### config.mk
export PLATFORM = sky130hd
export DESIGN_NAME = approx_mult_engine
export DESIGN_NICKNAME = d
export VERILOG_FILES = /design/src/rtl/approx_mult_engine.sv
export SDC_FILE = /design/constraint.sdc
export NUM_CORES = 1
export LEC_CHECK = 0
export ABC_CLOCK_PERIOD_IN_PS = 3950
export CAP_MARGIN = 20
export CORE_AREA = 2 2 140 142
export CTS_CLUSTER_DIAMETER = 200
export DETAILED_ROUTE_END_ITERATION = 8
export DIE_AREA = 0 0 142 144
export PLACE_DENSITY = 0.6
export REMOVE_ABC_BUFFERS = 1
export SETUP_SLACK_MARGIN = 0.5
export SYNTH_ARGS = -nofsm -noshare
export SYNTH_HDL_FRONTEND = slang
export SYNTH_SLANG_ARGS = --single-unit
### constraint.sdc
create_clock -name clk -period 3.95 [get_ports clk]
set_input_delay 0.79 -clock clk [delete_from_list [all_inputs] [get_ports clk]]
set_output_delay 0.79 -clock clk [all_outputs]
set_load 0.005 [all_outputs]
### src/rtl/approx_mult_engine.sv
// Iterative approximate unsigned multiplier: normalise, multiply top KEEP_W bits, denormalise.
// Optional out_exact flag enabled by defining APPROX_MULT_EXACT_FLAG_EN.
module approx_mult_engine #(
   parameter int DATA_W = 16,
   parameter int KEEP_W = 8
) (
   input  logic                  clk,
   input  logic                  rst,
   input  logic                  in_valid,
   output logic                  in_ready,
   input  logic [DATA_W-1:0]     in_a,
   input  logic [DATA_W-1:0]     in_b,
   output logic                  out_valid,
   input  logic                  out_ready,
   output logic [2*DATA_W-1:0]   out_p,
   output logic                  busy
`ifdef APPROX_MULT_EXACT_FLAG_EN
   ,
   output logic                  out_exact
`endif
);

   localparam int LW = $clog2(DATA_W);
   localparam int SW = $clog2(2*DATA_W-1);
   localparam int SH = 2*DATA_W - 2*KEEP_W;

   localparam logic [2:0] ST_IDLE   = 3'd0;
   localparam logic [2:0] ST_NORM   = 3'd1;
   localparam logic [2:0] ST_MULT   = 3'd2;
   localparam logic [2:0] ST_DENORM = 3'd3;
   localparam logic [2:0] ST_DONE   = 3'd4;

   logic [2:0]            r_state;
   logic [DATA_W-1:0]     r_ra;
   logic [DATA_W-1:0]     r_rb;
   logic [LW-1:0]         r_la;
   logic [LW-1:0]         r_lb;
   logic [2*DATA_W-1:0]   r_r;
   logic [SW-1:0]         r_s;

   logic [KEEP_W-1:0]     w_ka;
   logic [KEEP_W-1:0]     w_kb;
   logic [2*KEEP_W-1:0]   w_p;
   logic [2*DATA_W-1:0]   w_r_init;
   logic [SW-1:0]         w_s_init;

   assign w_ka     = r_ra[DATA_W-1 -: KEEP_W];
   assign w_kb     = r_rb[DATA_W-1 -: KEEP_W];
   assign w_p      = (2*KEEP_W)'(w_ka) * (2*KEEP_W)'(w_kb);
   assign w_r_init = (2*DATA_W)'(w_p) << SH;
   assign w_s_init = SW'(r_la) + SW'(r_lb);

`ifdef APPROX_MULT_EXACT_FLAG_EN
   logic                  r_exact;
   logic [DATA_W-1:0]     w_a_rem;
   logic [DATA_W-1:0]     w_b_rem;
   logic                  w_exact;

   // Bits below the kept field; a shift by KEEP_W leaves zero when KEEP_W==DATA_W.
   assign w_a_rem = r_ra << KEEP_W;
   assign w_b_rem = r_rb << KEEP_W;
   assign w_exact = (w_a_rem == '0) && (w_b_rem == '0);

   always_ff @(posedge clk or posedge rst) begin
      if (rst) begin
         r_exact <= 1'b0;
      end else if (r_state == ST_IDLE && in_valid) begin
         r_exact <= 1'b1;
      end else if (r_state == ST_MULT) begin
         r_exact <= w_exact;
      end
   end

   assign out_exact = r_exact;
`endif

   always_ff @(posedge clk or posedge rst) begin
      if (rst) begin
         r_state <= ST_IDLE;
         r_ra    <= '0;
         r_rb    <= '0;
         r_la    <= '0;
         r_lb    <= '0;
         r_r     <= '0;
         r_s     <= '0;
      end else begin
         case (r_state)
            ST_IDLE: begin
               if (in_valid) begin
                  r_ra <= in_a;
                  r_rb <= in_b;
                  r_la <= '0;
                  r_lb <= '0;
                  if (in_a == '0 || in_b == '0) begin
                     r_r     <= '0;
                     r_state <= ST_DONE;
                  end else begin
                     r_state <= ST_NORM;
                  end
               end
            end
            ST_NORM: begin
               if (r_ra[DATA_W-1] && r_rb[DATA_W-1]) begin
                  r_state <= ST_MULT;
               end else begin
                  if (!r_ra[DATA_W-1]) begin
                     r_ra <= r_ra << 1;
                     r_la <= r_la + LW'(1);
                  end
                  if (!r_rb[DATA_W-1]) begin
                     r_rb <= r_rb << 1;
                     r_lb <= r_lb + LW'(1);
                  end
               end
            end
            ST_MULT: begin
               r_r     <= w_r_init;
               r_s     <= w_s_init;
               r_state <= ST_DENORM;
            end
            ST_DENORM: begin
               if (r_s == '0) begin
                  r_state <= ST_DONE;
               end else begin
                  r_r <= r_r >> 1;
                  r_s <= r_s - SW'(1);
               end
            end
            ST_DONE: begin
               if (out_ready) begin
                  r_state <= ST_IDLE;
               end
            end
            default: r_state <= ST_IDLE;
         endcase
      end
   end

   assign in_ready  = (r_state == ST_IDLE);
   assign out_valid = (r_state == ST_DONE);
   assign busy      = (r_state != ST_IDLE);
   assign out_p     = r_r;

endmodule

# ---- Word level (Yosys, flattened, before mapping)
# Index checks and enable logic that the tools add are counted.
dict set report classes {
  addsub 4
  multipliers 1
  eq_ne 13
  muxes 27
  n_reduce_logical 16
}
# cell n
set ops {}
lappend ops {{16-bit 2-to-1 mux} 6}
lappend ops {{32-bit 2-to-1 mux} 3}
lappend ops {{32-bit case mux with 3 select lines} 1}
lappend ops {{16-bit case mux with 2 select lines} 2}
lappend ops {{16-bit logical NOT} 2}
lappend ops {{4-bit 2-to-1 mux} 5}
lappend ops {{8-bit by 8-bit multiplier with 16-bit output} 1}
lappend ops {{4-bit case mux with 2 select lines} 2}
lappend ops {{4-bit AND reduction} 4}
lappend ops {{3-bit 2-to-1 mux} 5}
lappend ops {{3-bit case mux with 5 select lines} 1}
lappend ops {{2-bit inequality test (second input constant)} 7}
lappend ops {{5-bit case mux with 2 select lines} 1}
lappend ops {{4-bit by 1-bit adder with 4-bit output (second input constant)} 2}
lappend ops {{3-bit by 2-bit == test with 1-bit output (second input constant)} 2}
lappend ops {{3-bit nonzero test} 2}
lappend ops {{4-bit by 4-bit adder with 5-bit output} 1}
lappend ops {{5-bit logical NOT} 1}
lappend ops {{5-bit 2-to-1 mux} 1}
lappend ops {{5-bit by 1-bit subtractor with 5-bit output (second input constant)} 1}
lappend ops {{2-bit by 1-bit inequality test with 1-bit output (second input constant)} 2}
lappend ops {{2-bit nonzero test} 2}
lappend ops {{3-bit by 1-bit == test with 1-bit output (second input constant)} 1}
lappend ops {{3-bit == test (second input constant)} 1}
lappend ops {{other kinds (5)} 5}
dict set report word_totals {
  reg_bits 80
  in_bits 36
  out_inout_bits 35
  elab_cells 70
}

# ---- Depth between registers and ports, before layout
dict set report depth {
  word_depth 5
  mapped_depth 17
  ltp_nobuf 16
}

# ---- Least setup slack after synthesis
# Ideal clock, no wire load.
dict set report synth_path {
  path_type {register to register}
  startpoint {register r_rb[15]}
  endpoint {register r_r[31], in the netlist out_p[31]}
  setup_time_ps 132
  arrival_ps 4161
  t_required_ps 3818
  slack_ps -344
  stages_incl_launch_ff 17
  n_path_buf 1
  period_less_slack_ps 4294
  cell_sequence {dfrtp_1 > clkbuf_1 > nand2_1 > fa_1 > fa_1 > inv_1 > fa_1 > inv_1 > fa_1 > inv_1 > ha_1 > o21ai_0 > o21bai_1 > a211o_1 > a31oi_1 > xnor2_1 > o21ai_0}
}
dict set report synth_via {
  elab_chain_cells 2
}
# item line_no
set synth_rtl {}
lappend synth_rtl {{start, declared} 35} ;# logic [DATA_W-1:0] r_rb;
lappend synth_rtl {{start signal, assigned} 91} ;# r_rb <= in_b;
lappend synth_rtl {{start signal, assigned} 111} ;# r_rb <= r_rb << 1;
lappend synth_rtl {{8-bit by 8-bit multiplier with 16-bit output} 49} ;# assign w_p = (2*KEEP_W)'(w_ka) * (2*KEEP_W)'(w_kb);
lappend synth_rtl {{32-bit case mux with 3 select lines} 87} ;# case (r_state)
lappend synth_rtl {{end signal, assigned} 117} ;# r_r <= w_r_init;
lappend synth_rtl {{end signal, assigned} 125} ;# r_r <= r_r >> 1;
lappend synth_rtl {{end, declared} 38} ;# logic [2*DATA_W-1:0] r_r;
# Every way passes these cells.
# A chain may end at the register's enable or synchronous reset.

# ---- Worst setup path after layout
dict set report layout_path {
  startpoint {register r_rb[14]}
  endpoint {register r_r[28], in the netlist out_p[28]}
}
# Same word-level chain as after synthesis.

==> results <==
- The run finished, with violations left.
- The checks that failed: setup timing.
- For the pin with the worst max-slew slack, the measured transition is 0.913 ns.
- The arrival time at the worst endpoint is 4.34 ns.
- The area overhead of the layout relative to synthesis is 38.3%.
- The hold violation count in the final report is 0.
- The initial antenna violation count is 0.
- The most frequently used flop master after synthesis is dfrtp_1.
- Routability-driven placement finished with a final weighted congestion of 0.869.
- Dividing the detail-routed via count by the number of cells gives 4.85.
- The most common cell type on the critical path is fa_1.
- The initial utilization of the core area, before any placement, comes to 0.310.
- The critical path's slowest cell is fa_1.
- The violation count after the first detailed-routing iteration is 304.
- The count of pins over their slew limit is 0.
- The worst pin sits at a relative slew slack of 0.391.
- The initialized floorplan defines 51 standard-cell rows.
- The wire-length estimate of the detail-placed layout is 10.8 mm.
- The end point of the critical path is out_p[28].
- Of the cells placed in the final design, the portion with a size suffix greater than 1 is 0.233.
- The critical path runs through a total of 17 cells.
- Setup violations remaining at the end of the flow were counted as 4.
- The number of buffer cells added on primary ports is 70.
- The die covers 0.0204 mm^2.
- In the layout the commonest cells are nand2_1, dfrtp_1, clkdlybuf4s50_1.
- The clock arrives with 0.00938 ns of skew.
- The via count of the first global-routing pass is 4898.
- The Yosys step of the flow raised 0 warnings.
- The stage delay of the slowest cell on the critical path is 0.52 ns.
- Across all layers, the routed design uses 4970 vias.
- The share of synthesized area in the top cell type comes to 0.338.
- Summing all placed instances gives a cell area of 0.00720 mm^2.
- The total overflow left after global routing is 0.
- The endpoint identified for the worst register-to-register timing path is out_p[28].
- The clock tree root buffer cell is clkbuf_16.
- The async set-reset flop share out of synthesis is 1.00.
- The clock latency on the worst-skew pair is 0.35 ns.
- The clock-pin slew reported for the worst setup and hold paths after clock tree synthesis is 0.07 ns.
- The setup slack of the worst register-to-register path is -0.10 ns.
- The clock tree from TritonCTS is yes.
- The fill cell total of the finished layout is 1853.
- In this run the worst path has a maximum fanout of 4.
- The average cell area after synthesis is 9.02 um^2.
- Summing all non-filler instances in the final layout gives an area of 0.00818 mm^2.
- The sequential cell area fraction in the yosys report is 0.338.
- 71 I/O pins were placed.
- In this design, the largest share of critical-path delay is due to adder cells.
- The worst setup path startpoint is r_rb[14].
- After synthesis, the netlist uses 58 different library cells.
- On the final layout, the worst hold slack is 0.480 ns.
- The area taken by flip-flops and latches is 0.00201 mm^2.
- Of all cell types, the one taking the most synthesized area is dfrtp_1.
- Across every metal layer, demand over resource in global routing totals 0.155.
- The number of buffer and inverter instances along the worst setup path is 6.
- After the last flow step, the layout net total stands at 898.
- STA classifies the critical path startpoint as a flip-flop.
- CTS saw 80 sinks.
- The number of instances in the synthesized netlist is 656.
- The core region is 0.0191 mm^2.
- Static timing analysis puts the maximum clock frequency at 0.247 GHz.
- The setup path with the least slack is of type reg2reg.
- The class of the most critical hold timing path is reg2reg.
- The synthesized cell area is 0.00592 mm^2.
- The library cell used most frequently in the layout, excluding fill and tap cells, is nand2_1.
- The DRC violation count after routing is 0.
- The maximum number of pins on one net before global-route repair is 45.
- In this run the critical register-to-register path is launched from r_rb[14].
- Across all setup checks in the final design, the least slack found is -0.104 ns.
- The final critical delay including setup and external delays is 4.05 ns.
- The height of the die is 144 um.
- The first TritonRoute pass finished after 4 iterations.
- The share of the clock period used by the worst path is 1.03.
- The detailed-route wire length per cell is 14.8 um.
- The number of cells on the worst reg-to-reg path is 17.
- The type of destination of the critical path is a flip-flop.
- Setup repair after global routing could not meet its margin everywhere.
- Summing all multi-input logic gate instances after layout gives 0.00394 mm^2.
- The clock tree synthesis step divided the H-tree into 3 levels.
- Counting flops with a built-in enable in the synthesized netlist gives 0.
- In this run, synthesis produced a sequential element count of 80.
- The wire length of the first global-routing pass is 25.1 mm.
- Yosys attributes the largest share of cell area to dfrtp_1, fa_1, ha_1.
- Max-cap violations in this run came to 0.
- STA puts the critical path data required time at 4.23 ns.
- The deepest clock path buffer count is 2.
- Walking the worst path, the cells encountered are buf_4 > nand2_2 > fa_1 > fa_1 > inv_1 > fa_1 > inv_1 > fa_1 > inv_2 > ha_4 > buf_4 > or2_4 > a31oi_4 > buf_6 > xnor2_2 > nand2_1 > nand2_1.
- The die is 142 um wide.
- The repair_antennas step left the layout with diodes totalling 0.
- The number of routed nets with antenna violations is 0.
- The routed design has 15.1 mm of wire.
- TritonCTS created 9 clock buffers.
cell families after synthesis:
| family | synth area share |
|---|---|
| DFF | 0.338 |
| xor gates and xnor gates | 0.0207 |
| muxes | 0.00528 |
| and+or+nand+nor | 0.207 |
| adders and majority gates | 0.218 |
| buffers and inverters | 0.0687 |
| AOI/OAI and AO/OA | 0.142 |
layout make-up:
cell class                 count  area share
sequential                    80       0.246
inverter                      64      0.0295
tap                          238      0.0364
clock inverter                 7      0.0131
clock buffer                   9      0.0275
timing repair buffer         148       0.167
multi-input combinational    478       0.481
per-layer routing:
metal | up-vias | part of all wire | track usage
met5 | - | 0 | 0
met4 | 0 | 0.011 | 0.0358
met3 | 14 | 0.037 | 0.0315
met2 | 89 | 0.50 | 0.261
met1 | 2415 | 0.46 | 0.207
li1 | 2452 | - | -
cell usage after synthesis (all sizes together), types with 3 or more instances:
library cell	instances
o22ai	14
clkbuf	18
buf	16
dfrtp	80
a21o	5
fa	37
a211oi	5
inv	64
a22o	3
xnor2	6
nor4	8
or2	3
a21oi	15
nand4	4
a31oi	6
ha	44
nor3	5
o21ai	39
nand2	105
xor2	8
nand3	9
o31ai	3
a222oi	3
a22oi	19
nor2	52
and2	54
stage by stage:
step | setup WS [ns] | instances | setup TNS [ns] | utilization
4_1_cts | -0.131 | 1018 | -0.327 | 0.422
3_5_place_dp | -0.365 | 987 | -2.04 | 0.377
6_report | -0.104 | 1024 | -0.311 | 0.429
5_1_grt | -0.268 | 1024 | -1.27 | 0.429
3_3_place_gp | -0.326 | 987 | -1.79 | 0.377
2_1_floorplan | -0.232 | 622 | -0.670 | -
flip-flops by register name, summed over array words and instances (netlist names):
signal	flops
out_p	32
r_ra	16
r_la	4
r_rb	16
r_s	5
r_state	3
r_lb	4
worst min-delay path, stage by stage (launching register included):
cell and delay (ns):
dfrtp_1 0.34, nand2_1 0.05, nand2_1 0.06
worst min path at each step:
stage | from | endpoint | slack, ns | depth (start not counted)
floorplan | r_ra[2] | r_ra[2] | 0.45 | 2
global placement | r_ra[7] | r_ra[7] | 0.46 | 2
detailed placement | r_ra[7] | r_ra[7] | 0.46 | 2
CTS | r_ra[7] | r_ra[7] | 0.48 | 2
global route | r_ra[6] | r_ra[6] | 0.51 | 2
finish | r_ra[7] | r_ra[7] | 0.48 | 2
what timing repair did:
item                                    4_1_cts  5_1_grt
gates cloned                                  0        0
buffers inserted                             15        6
hold buffers                                  0        0
endpoints found under the setup margin       11       11
hold endpoints to repair                      0        0
resized for setup                           103       21
pin swaps                                    64       25
Power is left out: the tool's default activity adds up to more than one toggle a clock period on the data nets, which glitch-free logic cannot reach.
